`config.mk`:
```
export PLATFORM = sky130hd
export DESIGN_NAME = regfile_wb_arbiter
export DESIGN_NICKNAME = d
export VERILOG_FILES = /design/src/rtl/regfile_wb_arbiter.sv
export SDC_FILE = /design/constraint.sdc
export NUM_CORES = 1
export LEC_CHECK = 0
export ABC_CLOCK_PERIOD_IN_PS = 2250
export CAP_MARGIN = 20
export CORE_MARGIN = 5
export CORE_UTILIZATION = 40
export CTS_BUF_LIST = sky130_fd_sc_hd__clkbuf_8 sky130_fd_sc_hd__clkbuf_16
export DETAILED_ROUTE_END_ITERATION = 8
export PLACE_DENSITY_LB_ADDON = 0.25
export RECOVER_POWER = 25
export SLEW_MARGIN = 20
export SYNTH_ARGS = -nofsm -noshare
export SYNTH_HDL_FRONTEND = slang
export SYNTH_SLANG_ARGS = --single-unit
```
`constraint.sdc`:
```
create_clock -name clk -period 2.25 [get_ports clk]
set_input_delay 0.225 -clock clk [delete_from_list [all_inputs] [get_ports clk]]
set_output_delay 0.225 -clock clk [all_outputs]
set_load 0.01 [all_outputs]
```
`src/rtl/regfile_wb_arbiter.sv`:
```
// Register-file write-port arbiter. The pipeline write-back always wins; results
// from the multi-cycle unit are buffered in a small FIFO and drained into idle
// write slots. Also provides decode-stage busy lookups and a starvation stall.
module regfile_wb_arbiter #(
  parameter int unsigned DATA_W     = 32,
  parameter int unsigned ADDR_W     = 5,
  parameter int unsigned DEPTH      = 4,
  parameter int unsigned STARVE_MAX = 4
) (
  input  logic              clk,
  input  logic              rst,
  input  logic              p_valid,
  input  logic [ADDR_W-1:0] p_addr,
  input  logic [DATA_W-1:0] p_data,
  input  logic              m_valid,
  output logic              m_ready,
  input  logic [ADDR_W-1:0] m_addr,
  input  logic [DATA_W-1:0] m_data,
  output logic              rf_we,
  output logic [ADDR_W-1:0] rf_waddr,
  output logic [DATA_W-1:0] rf_wdata,
  input  logic [ADDR_W-1:0] q_addr_a,
  input  logic [ADDR_W-1:0] q_addr_b,
  output logic              q_busy_a,
  output logic              q_busy_b,
  output logic              pipe_stall,
  output logic              proto_err
);

  localparam int unsigned PtrW  = (DEPTH > 1) ? $clog2(DEPTH) : 1;
  localparam int unsigned CntW  = PtrW + 1;
  localparam int unsigned WaitW = $clog2(STARVE_MAX + 1);

  localparam logic [CntW-1:0]  DepthC = CntW'(DEPTH);
  localparam logic [WaitW-1:0] WaitMx = WaitW'(STARVE_MAX);

  logic [ADDR_W-1:0] fifo_addr_q [DEPTH];
  logic [DATA_W-1:0] fifo_data_q [DEPTH];

  logic [PtrW-1:0]   wr_ptr_q, wr_ptr_d;
  logic [PtrW-1:0]   rd_ptr_q, rd_ptr_d;
  logic [CntW-1:0]   count_q, count_d;
  logic [WaitW-1:0]  wait_cnt_q, wait_cnt_d;
  logic              rf_we_q, rf_we_d;
  logic [ADDR_W-1:0] rf_waddr_q, rf_waddr_d;
  logic [DATA_W-1:0] rf_wdata_q, rf_wdata_d;
  logic              pipe_stall_q, pipe_stall_d;
  logic              proto_err_q, proto_err_d;

  logic              not_full;
  logic              enq;
  logic              deq;
  logic [PtrW-1:0]   idx;

  // Ready comes from the registered count only, so a dequeue never frees a slot
  // for an enqueue in the same cycle. Held low while reset is applied.
  assign not_full = (count_q < DepthC);
  assign m_ready  = rst & not_full;

  // Grant, enqueue/dequeue and next-state for all registered outputs.
  always_comb begin
    enq          = m_valid && not_full;
    deq          = !p_valid && (count_q != '0);
    wr_ptr_d     = wr_ptr_q;
    rd_ptr_d     = rd_ptr_q;
    count_d      = count_q;
    rf_we_d      = 1'b0;
    rf_waddr_d   = rf_waddr_q;
    rf_wdata_d   = rf_wdata_q;
    wait_cnt_d   = wait_cnt_q;
    pipe_stall_d = 1'b0;
    proto_err_d  = proto_err_q | (p_valid & pipe_stall_q);

    if (p_valid) begin
      rf_we_d    = 1'b1;
      rf_waddr_d = p_addr;
      rf_wdata_d = p_data;
    end else if (deq) begin
      rf_we_d    = 1'b1;
      rf_waddr_d = fifo_addr_q[rd_ptr_q];
      rf_wdata_d = fifo_data_q[rd_ptr_q];
    end

    if (enq) wr_ptr_d = wr_ptr_q + 1'b1;
    if (deq) rd_ptr_d = rd_ptr_q + 1'b1;
    if (enq && !deq) count_d = count_q + 1'b1;
    else if (!enq && deq) count_d = count_q - 1'b1;

    if ((count_q == '0) || deq) wait_cnt_d = '0;
    else if (wait_cnt_q != WaitMx) wait_cnt_d = wait_cnt_q + 1'b1;

    // Stall follows the saturated counter by one cycle and drops once the head moves.
    pipe_stall_d = (wait_cnt_q == WaitMx) && !deq;
  end

  // Control state and registered write-port outputs, synchronous active-low reset.
  always_ff @(posedge clk) begin
    if (!rst) begin
      wr_ptr_q     <= '0;
      rd_ptr_q     <= '0;
      count_q      <= '0;
      wait_cnt_q   <= '0;
      rf_we_q      <= 1'b0;
      rf_waddr_q   <= '0;
      rf_wdata_q   <= '0;
      pipe_stall_q <= 1'b0;
      proto_err_q  <= 1'b0;
    end else begin
      wr_ptr_q     <= wr_ptr_d;
      rd_ptr_q     <= rd_ptr_d;
      count_q      <= count_d;
      wait_cnt_q   <= wait_cnt_d;
      rf_we_q      <= rf_we_d;
      rf_waddr_q   <= rf_waddr_d;
      rf_wdata_q   <= rf_wdata_d;
      pipe_stall_q <= pipe_stall_d;
      proto_err_q  <= proto_err_d;
    end
  end

  // FIFO storage; validity is tracked by pointers/count so no reset is needed.
  always_ff @(posedge clk) begin
    if (rst && enq) begin
      fifo_addr_q[wr_ptr_q] <= m_addr;
      fifo_data_q[wr_ptr_q] <= m_data;
    end
  end

  // Busy lookup over the live window [rd_ptr, rd_ptr + count).
  always_comb begin
    q_busy_a = 1'b0;
    q_busy_b = 1'b0;
    idx      = '0;
    for (int unsigned i = 0; i < DEPTH; i++) begin
      idx = rd_ptr_q + PtrW'(i);
      if (CntW'(i) < count_q) begin
        if (fifo_addr_q[idx] == q_addr_a) q_busy_a = 1'b1;
        if (fifo_addr_q[idx] == q_addr_b) q_busy_b = 1'b1;
      end
    end
  end

  assign rf_we      = rf_we_q;
  assign rf_waddr   = rf_waddr_q;
  assign rf_wdata   = rf_wdata_q;
  assign pipe_stall = pipe_stall_q;
  assign proto_err  = proto_err_q;

endmodule

```
==> flow_summary.toml <==
[route]
ant_nets = 0
wl_per_cell_um = 20.0
drcViolationCount = 0
drt_iter0_markers = 320
wirelength_mm = 20.2
num_vias = 5318
dr.pass1.iters = 5
viasPerCell = 5.25

[run]
maxCapViolCount = 0

[cells_and_area]
stdcell_count = 1012
drive_gt1_share_pct = 20.4
fin_nets = 820
area_growth_pct = 30.6

[power_and_ir_drop]
sw_frac_of_total_pct = 31.3
p_clk_share_pct = 26.9
p_total_mw = 11.6
intPower_mw = 7.95
p_leak_nw = 4.04
max-vdd-ir-drop_mv = 0.543
p_sw_mw = 3.62
p_per_area_nw_per_um2 = 1030
seqPwrFrac_pct = 39.9
p_comb_share_pct = 33.3

[floorplan]
die_y_um = 156
die_w_um = 156
floorplan.io_pins = 131
die_area_um2 = 24400
rows = 53
coreArea_um2 = 21100
start_util_pct = 40.6

[grt]
grt_pass1_wl_mm = 31.8
antenna_found_initial = 3
grt_pass1_vias = 5789
grt_max_degree = 51
grt.total_usage_pct = 17.0
grt_overflow = 0

[clocking]
cts.sinks = 200
cts_max_level = 4
cts_tree = "built"
clock_latency_ps = 430
postCtsHoldBufs = 0
clkTransAtPathRegs_ps = 70
cts_buffer_depth = 2
clock-root-buffer = "clkbuf_16"
cts_made_buffers = 17

[critical_path]
reg2reg_slack_ps = 200
worst-endpoint-arrival_ps = 2340
ff2ff_path_depth = 8
cp-endpoint = "q_busy_a"
reg2reg_from = "count_q[1]$_SDFFE_PN0P_"
worst_path_max_delay_cell = "mux4_2"
start_kind = "flop"
crit_path_max_fanout = 4
required_ps = 2030
r2r_end = "count_q[2]$_SDFFE_PN0P_"
crit_type = "flop to output port"
critPathLaunch = "fifo_addr_q[1][4]$_DFFE_PP_"
crit_chain = "mux4_2 > xnor2_1 > nand4_1 > or3_1 > nand4_1 > buf_2"
crit_path_end_kind = "output port"
cpPeakStageDelay_ps = 550
cp_common_cell = "nand4_1"

[logic_synthesis]
yosys_most_used_dff = "edfxtp_1"
synth_seq_area_share_pct = 64.0
synth-edff-count = 148
synth-seq-cells = 200
syn_inst = 562
yosysUniqueCellTypes = 34
syn_area_um2 = 8570
synth-warning-count = 0
async_flop_share_pct = 0
synth_nets = 661
avgSynthCellArea_um2 = 15.2

[timing]
clock_skew_ps = 13.3
timing.final.crit_period_ps = 2560
hold_viol = 0
maxSlewViolCount = 0
slew_headroom_pct = 53.8
worst_slack_ps = -312
fin_crit_sh_pct = 114
worst_slew_pin_slew_ps = 693
rsz0062_at_grt = "true"
max_freq_ghz = 0.390
finalSetupViolCount = 2

[outcome]
status = "finished, violations left"
failed_checks = "setup timing"

[placement]
portBuffers = 130
dp_cells = 975
dp_hpwl_mm = 13.8
gp_congestion = 0.862

[min_path]
holdCritPathClass = "input port to flop"
## kinds of logic (layout without fill, tap and decap cells)
| logic type | Yosys count | in the layout | synth area share (%) |
|---|---|---|---|
| flip-flops | 200 | 200 | 64.0 |
| AND/OR/NAND/NOR | 156 | 156 | 8.40 |
| multiplexers | 55 | 55 | 14.1 |
| AO/OA/AOI/OAI | 52 | 52 | 5.11 |
| XOR/XNOR | 46 | 46 | 4.70 |
| buffers and inverters | 42 | 214 | 2.09 |
| adder cells (fa/ha/maj) | 11 | 11 | 1.61 |
| other | 0 | 3 | 0 |
## cell usage in the layout (no fill, tap or decap), types with 3 or more instances in the layout
cell	Yosys	routed
edfxtp_1	148	148
clkdlybuf4s50_1	0	101
nand2_1	76	76
mux4_2	47	51
dfxtp_1	52	47
nand3_1	40	40
o211a_1	34	34
buf_4	2	32
dlygate4sd3_1	0	26
xor2_1	24	23
xnor2_1	22	18
clkbuf_16	0	17
ha_1	11	11
a21oi_1	10	10
buf_12	0	10
inv_1	7	7
nor2_1	6	6
nand4_1	6	6
and2_1	6	6
or3_1	5	5
o21ai_0	5	5
inv_6	0	5
nor2b_1	5	4
and3_2	0	4
xnor2_2	0	4
clkinvlp_4	0	4
diode_2	0	3
mux2i_1	3	3
dfxtp_2	0	3
buf_2	5	3
## critical path, delay by kind of cell, from the launching register on
family	cells	cell delay, ps
and+or+nand+nor	3	560
muxes	1	550
DFF	1	460
xor gates and xnor gates	1	200
buffers and inverters	1	140
## state kept, by name, indices dropped and copies added, names as in the netlist, named ones only
name         flops
count_q          3
rf_we            1
wait_cnt_q       3
proto_err        1
rf_waddr         5
fifo_addr_q     20
fifo_data_q    128
pipe_stall       1
rd_ptr_q         2
rf_wdata        32
wr_ptr_q         2
## synth_stat cells (5+ instances only)
cell type    n  area share (%)
a21oi_1     10            0.58
and2_1       6            0.44
buf_1        7            0.31
buf_2        5            0.29
clkbuf_1    19            0.83
dfxtp_1     52              12
edfxtp_1   148              52
ha_1        11             1.6
inv_1        7            0.31
mux4_2      47              12
nand2_1     76             3.3
nand3_1     40             2.3
nand4_1      6            0.44
nor2_1       6            0.26
nor2b_1      5            0.37
o211a_1     34             4.0
o21ai_0      5            0.29
or3_1        5            0.37
xnor2_1     22             2.2
xor2_1      24             2.5
## area by class of cell
type | count | area (um^2)
multi-input combinational | 320 | 2950
timing repair buffer | 174 | 1750
fill | 1750 | 9900
clock buffer | 17 | 425
antenna | 3 | 7.51
clock inverter | 15 | 186
inverter | 8 | 30.0
sequential | 200 | 5500
tap | 275 | 344
## worst min path at each step
| stage | from | endpoint | cells after the start |
|---|---|---|---|
| finish | p_data[15] | rf_wdata[15]$_SDFFE_PN0P_ | 2 |
| detailed placement | wait_cnt_q[2]$_SDFFE_PP0N_ | wait_cnt_q[1]$_SDFFE_PP0N_ | 2 |
| global route | p_data[15] | rf_wdata[15]$_SDFFE_PN0P_ | 2 |
| global placement | proto_err$_SDFF_PN0_ | proto_err$_SDFF_PN0_ | 2 |
| floorplan | m_addr[0] | fifo_addr_q[0][0]$_DFFE_PP_ | 0 |
| CTS | p_data[15] | rf_wdata[15]$_SDFFE_PN0P_ | 2 |
## repair_timing
action	CTS	global route
pin swaps	8	2
endpoints found under the setup margin	2	3
buffers inserted	2	0
resized for setup	20	6
## per-stage QoR
step                worst slack, ps  instance area, um^2  TNS [ps]  hold WS (ps)  utilization (%)
floorplan                      84.7                 8570         0           324                -
global placement               -433                10500      -855           477             49.9
detailed placement             -452                10500      -886           503             49.9
CTS                            -313                11200      -624           379             52.9
global route                   -428                11200      -849           379             53.1
finish                         -312                11200      -608           395             53.1
## power by group through the flow
stage	clock, mW	sequential [mW]	combinational (mW)
3_3_place_gp	0	4.66	3.75
4_1_cts	3.19	4.62	3.90
6_report	3.11	4.61	3.85
5_1_grt	3.32	4.66	4.21
3_5_place_dp	0	4.68	3.84
2_1_floorplan	0	4.65	2.38
## metal layers
layer | track usage (%) | part of all wire, % | up-vias
met5 | 0 | 0.064 | -
met2 | 29.6 | 52 | 122
met3 | 4.15 | 4.0 | 21
li1 | - | - | 2464
met1 | 21.0 | 42 | 2709
met4 | 5.29 | 1.5 | 2
No activity file was read; power rests on OpenSTA's default activity.
